[src/rtl/seg7_reader.sv]
`default_nettype none
// ============================================================================
// Module   : seg7_reader
// Purpose  : Debounces and decodes an asynchronous active-low 7-segment bus
//            into a hex digit with blank/error flags and a VALID/ACK handshake.
//            Define SEG7_READER_OVF_EN to add the sticky OVF drop flag.
// Revision : 1.0 - initial release
// ============================================================================
module seg7_reader #(
  parameter int STABLE_CYCLES = 4
) (
  input  logic       CLK,
  input  logic       RST,
  input  logic [6:0] HEX,
  input  logic       EN,
  input  logic       ACK,
  output logic [3:0] DOUT,
  output logic       BLANK,
  output logic       ERR,
  output logic       VALID
`ifdef SEG7_READER_OVF_EN
  ,
  output logic       OVF
`endif
);

  localparam logic [7:0] C_STABLE = 8'(STABLE_CYCLES);
  localparam logic [6:0] C_BLANK  = 7'h7F;

  typedef enum logic [0:0] {
    IDLE = 1'b0,
    HOLD = 1'b1
  } state_t;

  logic [6:0] r_sync1;
  logic [6:0] r_samp;
  logic [6:0] r_prev;
  logic [7:0] r_cnt;
  logic [6:0] r_last;
  logic       r_last_vld;
  state_t     r_state;
  state_t     w_state_nxt;

  logic [7:0] w_cnt_nxt;
  logic       w_accept;
  logic       w_load;
  logic       w_drop;
  logic       w_ack_taken;
  logic [3:0] w_dec_digit;
  logic       w_dec_blank;
  logic       w_dec_err;

  // Synchronizer plus one-cycle history of the sampled pattern
  always_ff @(posedge CLK or posedge RST) begin
    if (RST) begin
      r_sync1 <= C_BLANK;
      r_samp  <= C_BLANK;
      r_prev  <= C_BLANK;
    end else begin
      r_sync1 <= HEX;
      r_samp  <= r_sync1;
      r_prev  <= r_samp;
    end
  end

  always_comb begin
    w_cnt_nxt = r_cnt;
    if (!EN)                    w_cnt_nxt = 8'd0;
    else if (r_samp != r_prev)  w_cnt_nxt = 8'd1;
    else if (r_cnt == C_STABLE) w_cnt_nxt = C_STABLE;
    else                        w_cnt_nxt = r_cnt + 8'd1;
  end

  // Fires only on the single edge where the count climbs into saturation
  assign w_accept = EN && (r_samp == r_prev) && (r_cnt == C_STABLE - 8'd1)
                    && (!r_last_vld || (r_samp != r_last));

  always_ff @(posedge CLK or posedge RST) begin
    if (RST) begin
      r_cnt      <= 8'd0;
      r_last     <= C_BLANK;
      r_last_vld <= 1'b1;
    end else begin
      r_cnt <= w_cnt_nxt;
      if (!EN) begin
        r_last_vld <= 1'b0;
      end else if (w_accept) begin
        r_last     <= r_samp;
        r_last_vld <= 1'b1;
      end
    end
  end

  always_comb begin
    w_dec_digit = 4'h0;
    w_dec_blank = 1'b0;
    w_dec_err   = 1'b0;
    case (r_samp)
      7'h40: w_dec_digit = 4'h0;
      7'h79: w_dec_digit = 4'h1;
      7'h24: w_dec_digit = 4'h2;
      7'h30: w_dec_digit = 4'h3;
      7'h19: w_dec_digit = 4'h4;
      7'h12: w_dec_digit = 4'h5;
      7'h02: w_dec_digit = 4'h6;
      7'h58: w_dec_digit = 4'h7;
      7'h00: w_dec_digit = 4'h8;
      7'h10: w_dec_digit = 4'h9;
      7'h08: w_dec_digit = 4'hA;
      7'h03: w_dec_digit = 4'hB;
      7'h46: w_dec_digit = 4'hC;
      7'h21: w_dec_digit = 4'hD;
      7'h06: w_dec_digit = 4'hE;
      7'h0E: w_dec_digit = 4'hF;
      7'h7F: w_dec_blank = 1'b1;
      default: w_dec_err = 1'b1;
    endcase
  end

  always_ff @(posedge CLK or posedge RST) begin
    if (RST) r_state <= IDLE;
    else     r_state <= w_state_nxt;
  end

  always_comb begin
    w_state_nxt = r_state;
    w_load      = 1'b0;
    w_drop      = 1'b0;
    w_ack_taken = 1'b0;
    case (r_state)
      IDLE: begin
        if (w_accept) begin
          w_load      = 1'b1;
          w_state_nxt = HOLD;
        end
      end
      HOLD: begin
        if (ACK) begin
          w_ack_taken = 1'b1;
          if (w_accept) w_load = 1'b1;
          else          w_state_nxt = IDLE;
        end else if (w_accept) begin
          w_drop = 1'b1;
        end
      end
      default: w_state_nxt = IDLE;
    endcase
  end

  always_ff @(posedge CLK or posedge RST) begin
    if (RST) begin
      DOUT  <= 4'h0;
      BLANK <= 1'b0;
      ERR   <= 1'b0;
    end else if (w_load) begin
      DOUT  <= w_dec_digit;
      BLANK <= w_dec_blank;
      ERR   <= w_dec_err;
    end
  end

  assign VALID = (r_state == HOLD);

`ifdef SEG7_READER_OVF_EN
  always_ff @(posedge CLK or posedge RST) begin
    if (RST)              OVF <= 1'b0;
    else if (w_drop)      OVF <= 1'b1;
    else if (w_ack_taken) OVF <= 1'b0;
  end
`else
  // Drops are silent in this build; the flag is intentionally unused
  logic w_unused;
  assign w_unused = w_drop ^ w_ack_taken;
`endif

endmodule
`default_nettype wire

[config.mk]
export PLATFORM = sky130hd
export DESIGN_NAME = seg7_reader
export DESIGN_NICKNAME = d
export VERILOG_FILES = /design/src/rtl/seg7_reader.sv
export SDC_FILE = /design/constraint.sdc
export NUM_CORES = 1
export LEC_CHECK = 0
export CORE_MARGIN = 1.5
export CORE_UTILIZATION = 27
export DETAILED_ROUTE_END_ITERATION = 10
export HOLD_SLACK_MARGIN = 0.03
export PLACE_DENSITY = 0.56
export SLEW_MARGIN = 20
export SYNTH_ARGS = -nofsm -noshare
export SYNTH_HDL_FRONTEND = slang
export SYNTH_SLANG_ARGS = --single-unit
export TNS_END_PERCENT = 20
[constraint.sdc]
create_clock -name CLK -period 2.1 [get_ports CLK]
set_input_delay 0.21 -clock CLK [delete_from_list [all_inputs] [get_ports CLK]]
set_output_delay 0.21 -clock CLK [all_outputs]
set_load 0.01 [all_outputs]
### Word level (Yosys, flattened, before mapping)

Index checks and enable logic that the tools add are counted.

| operators by class | value |
|---|---|
| order comparisons | 0 |
| bitwise logic cells | 1 |
| divide/modulo/power cells | 0 |
| reductions and logical operators | 8 |
| muxes and demuxes | 13 |
| multiply operators | 0 |
| $add $sub $neg | 1 |
| eq/ne operators | 22 |
| shift operators | 0 |

Operators by type and width:

| cell | number |
|---|---|
| 4-bit one-hot mux with 15 select lines | 1 |
| 7-bit == test (second input constant) | 5 |
| 8-bit two-way mux | 3 |
| 7-bit by 5-bit == test with 1-bit output (second input constant) | 3 |
| 7-bit by 6-bit == test with 1-bit output (second input constant) | 3 |
| 17-bit OR reduction | 1 |
| 7-bit by 2-bit == test with 1-bit output (second input constant) | 2 |
| 7-bit by 4-bit == test with 1-bit output (second input constant) | 2 |
| 7-bit != test | 2 |
| 8-bit by 1-bit adder with 8-bit output (second input constant) | 1 |
| 8-bit by 2-bit == test with 1-bit output (second input constant) | 1 |
| 8-bit by 3-bit == test with 1-bit output (second input constant) | 1 |
| 7-bit by 3-bit == test with 1-bit output (second input constant) | 1 |
| 7-bit == test | 1 |
| 7-bit zero test | 1 |
| 1-bit two-way mux | 7 |
| 1-bit one-hot mux with 2 select lines | 2 |
| 1-bit logical AND | 3 |
| 2-bit by 1-bit != test with 1-bit output (second input constant) | 1 |
| 2-bit AND reduction | 1 |
| 1-bit zero test | 1 |
| 1-bit logical OR | 1 |
| 1-bit NOT | 1 |

| word-level totals | value |
|---|---|
| output and inout bits | 7 |
| RAM bits | 0 |
| bits of input ports | 11 |
| bits in registers | 44 |
| memories kept | 0 |
| word-level logic and storage cells | 55 |
| bits in latches | 0 |
| bits in read-only memories | 0 |

### Depth between registers and ports, before layout

| depth | value |
|---|---|
| depth in word-level cells | 7 |
| gate-level depth with buffers | 7 |
| mapped depth without buffers | 5 |

### Least setup slack after synthesis

Ideal clock, no wire load.

| timing | value |
|---|---|
| kind | register to register |
| start point | reg r_samp[4] |
| end point | reg BLANK |
| stages on the path, launching flop included | 7 |
| setup slack | -59 ps |
| buffers on the path | 1 |
| period minus slack after synthesis | 2,159 ps |
| setup time | 125 ps |
| data arrival time | 2,034 ps |
| cells stage by stage | dfstp_2 -> clkbuf_1 -> xor2_1 -> nor4_1 -> nand4_1 -> nor3_4 -> mux2_2 |

| between the ends | value |
|---|---|
| word-level cells in the longest chain between the ends | 7 |
| elaborated cells between the ends (all ways) | 11 |
| classes of those cells | 3 x eq/ne; 4 x mux; 4 x reduce/logical |

Ends and longest elaborated chain:

| item | RTL line | source |
|---|---|---|
| start: declaration | 36 | `logic [6:0] r_samp;` |
| start signal: assignment | 61 | `r_samp <= r_sync1;` |
| 7-bit == test | 75 | `assign w_accept = EN && (r_samp == r_prev) && (r_cnt == C_STABLE - 8'd1)` |
| 1-bit logical AND (2 in series) | 75 |  |
| 1-bit logical AND | 76 | `&& (!r_last_vld \|\| (r_samp != r_last));` |
| 1-bit two-way mux | 132, 140 |  |
| 1-bit two-way mux | 138 | `if (ACK) begin` |
| 1-bit one-hot mux with 2 select lines | 130 | `case (r_state)` |
| end signal: assignment | 157 | `BLANK <= w_dec_blank;` |
| end: declaration | 18 | `output logic BLANK,` |

Several ways; a longest one is shown, not always the timed one.
A chain may end at the register's enable or synchronous reset.

### Worst setup path after layout

| timing | value |
|---|---|
| start point | reg r_cnt[5] |
| end point | reg BLANK |

| between the ends | value |
|---|---|
| word-level cells in the longest chain between the ends | 6 |

Ends and longest elaborated chain:

| item | RTL line | source |
|---|---|---|
| start: declaration | 38 | `logic [7:0] r_cnt;` |
| start signal: assignment | 84 | `r_cnt <= w_cnt_nxt;` |
| 8-bit by 2-bit == test with 1-bit output * | 75 |  |
| 1-bit logical AND * | 75 |  |
| 1-bit logical AND * | 76 |  |
| 1-bit two-way mux * | 132, 140 |  |
| 1-bit two-way mux | 138 |  |
| 1-bit one-hot mux with 2 select lines * | 130 |  |

Every way passes the cells marked *; elsewhere a longest branch is shown, timed or not.

==> metrics.csv <==
stage;metric;value;unit
finish;diodes;0;
global_routing;first_global_vias;1360;
synthesis;ys_ff_latch;44;
clock_network;clock_latency;0.29;ns
pwr;swShare;21.19;%
detailed_routing;wl_per_cell;12.32;microns
sta;period_needed;2.117;ns
sta;final_hold_viol_count;0;
synthesis;synthCells;185;
pwr;p_int;1.300;mW
die;die_w;90.71;microns
placed_design;finalWeightedCongestion;0.7718;
flow_run;drv_cap;0;
synthesis;synthArstFlopShare;100.0;%
pwr;combPwrFrac;8.0;%
die;start_util;28.33;%
worst_setup_path;startpoint_type;flop;
placed_design;port_buffers;17;
finish;area_growth;25.96;%
detailed_routing;viasPerCell;4.350;
pwr;p_leak;1.020;nW
global_routing;grt_pass1_wl;6693;microns
detailed_routing;drtAntennaViolNets;0;
run_status;status;finished, violations left;
synthesis;syn_nets;198;
sta;setup_slack;-0.01653;ns
sta;final-setup-viol-count;3;
placed_design;dpl.hpwl;2767;microns
pwr;p_per_area;630.7;nW/um^2
clock_network;ctsRootBufferMaster;clkbuf_8;
synthesis;synth_area_per_cell;11.23;sq um
worst_setup_path;arrival;2.30;ns
detailed_routing;drc_errors;0;
finish;drive_gt1_share;32.56;%
global_routing;grt_antenna_before_repair;0;
finish;multi_input_area;894.6;sq um
clock_network;clock_sinks;44;
pwr;ir_drop;0.0003759;V
synthesis;ys_seq_area_share;54.76;%
finish;regArea;1137;sq um
global_routing;overflow;0;
die;die-area;8227;sq um
synthesis;syn_area;2077;sq um
finish;n_fill_cell;736;
sta;fmax;472.5;MHz
sta;finClkSkew;0.01126;ns
synthesis;synth_area_leaders;dfstp_2 (37%), dfrtp_1 (18%), mux2_2 (5.4%);
pwr;power_switching;0.3497;mW
worst_setup_path;crit_required;2.28;ns
synthesis;synth_edf_count;0;
synthesis;ys_top_cells_by_count;dfstp_2 (29), nor2_1 (19), dfrtp_1 (15), nand2_1 (11);
detailed_routing;wirelength;3867;microns
synthesis;synth_most_common_cell;dfstp_2;
sta;rsz0062_at_grt;yes;
run_status;violations;negative setup slack;
global_routing;grt_max_degree;29;
die;coreArea;7331;sq um
detailed_routing;num_vias;1366;
pwr;clock_power_share;37.4;%
synthesis;synth_top_area_cell;dfstp_2;
sta;period_share;100.8;%
sta;drv_slew;0;
worst_setup_path;reg2reg_slack;-0.02;ns
pwr;pwr-share-seq;54.7;%
worst_setup_path;crit_path_max_fanout;5;
synthesis;synth_cell_types;46;
worst_setup_path;critPathKind;reg -> reg;
synthesis;yosysTopAreaCellShare;36.69;%
hold_path;hold_class;in -> async;
finish;final_nets;227;
clock_network;clockBufferDepth;2;
detailed_routing;dr.pass1.iters;4;
clock_network;cts_tree;done;
global_routing;grtUsageTotal;10.24;%
worst_setup_path;end_kind;flop;
synthesis;yosys_most_used_dff;dfstp_2;
detailed_routing;drt_iter0_markers;64;
clock_network;htreeDepth;2;
sta;whs;0.2345;ns
synthesis;ys_warn_count;0;
clock_network;cts_hold_buf;0;
clock_network;cts_buffers;5;
clock_network;path_clk_slew;0.08;ns
die;std_cell_rows;31;
die;ios;18;
sta;slew_headroom;55.24;%
die;die_h;90.71;microns
sta;worst_pin_slew;0.6673;ns
sta;fin_setup_tns;-0.04723;ns
==> metal layers <==
layer / vias up / wire (microns) / GRT usage (%)
met5: - / 0 / 0
met4: 0 / 45 / 3.175
met3: 4 / 119 / 2.862
met2: 18 / 1780 / 15.73
met1: 653 / 1921 / 13.89
li1: 691 / - / -
==> registers in the layout (all words and copies together) (netlist names) <==
name	count
r_sync1	7
ERR	1
r_last_vld	1
r_samp	7
DOUT	4
VALID	1
r_prev	7
r_cnt	8
BLANK	1
r_last	7
==> timing repair <==
item	4_1_cts	5_1_grt
resized for setup	0	7
buffers inserted	0	1
endpoints found under the setup margin	0	13
==> layout by cell type, fill, tap and decap left out, types with 3 or more instances in the layout <==
cell,Yosys,layout
a21oi_1,4,4
buf_12,0,3
buf_4,0,11
clkbuf_8,0,5
clkdlybuf4s50_1,0,17
dfrtp_1,15,15
dfstp_2,29,29
inv_1,8,7
mux2_2,10,4
mux2_4,0,6
mux2i_1,4,4
nand2_1,11,11
nand3_1,5,5
nand4_1,6,6
nor2_1,19,19
nor3_1,5,5
o21ai_0,3,3
xnor2_1,10,10
xor2_1,9,9
==> through the flow <==
| stage | utilization (%) | total power, mW | instance area, sq um | instances | setup slack (ns) |
|---|---|---|---|---|---|
| 2_1_floorplan | - | 0.9951 | 2078 | 185 | 0.005685 |
| 3_3_place_gp | 33.61 | 1.048 | 2464 | 305 | 0.06623 |
| 3_5_place_dp | 33.61 | 1.050 | 2464 | 305 | 0.01122 |
| 4_1_cts | 35.06 | 1.684 | 2570 | 313 | 0.009345 |
| 5_1_grt | 35.69 | 1.741 | 2616 | 314 | -0.09669 |
| 6_report | 35.69 | 1.650 | 2616 | 314 | -0.01653 |
==> worst paths after layout <==
check / start / depth (start not counted) / to
max: r_cnt[5] / 6 / BLANK
min: RST / 2 / r_cnt[7]
max reg2reg: r_cnt[5] / 6 / BLANK
min reg2reg: r_sync1[3] / 0 / r_samp[3]
max in group asynchronous: RST / 3 / r_last[5]
min in group CLK: HEX[6] / 1 / r_sync1[6]
==> cell type report <==
| class | count | share of cell area [%] |
|---|---|---|
| well taps | 99 | 4.735 |
| flip-flops and latches | 44 | 43.47 |
| multi-input cells | 123 | 34.19 |
| clock inverters | 1 | 1.148 |
| repair buffers | 32 | 12.39 |
| clock buffers | 7 | 2.917 |
| inverters | 8 | 1.148 |
==> critical path, stage by stage (launching register included) <==
cell and delay [ns]:
dfrtp_1 0.39, or4_4 0.56, nor4b_4 0.28, o21ai_2 0.13, nor3_4 0.21, buf_12 0.14
mux2_4 0.29
==> kinds of logic after synthesis <==
family	count (synthesis)	share of synthesized area, %
compound gates	23	7.651
xor+xnor	19	8.012
fa+ha+maj	2	1.205
buf+inv	18	3.253
flops	44	54.76
mux	14	7.350
simple gates	65	17.77
==> power by group through the flow <==
stage               registers, mW  clock network (mW)  logic, mW
global route                0.906               0.686      0.149
CTS                         0.903               0.648      0.134
detailed placement          0.917                   0      0.133
finish                      0.902               0.617      0.131
floorplan                   0.912                   0     0.0829
global placement            0.916                   0      0.132
Power figures use the tool's default switching activity.
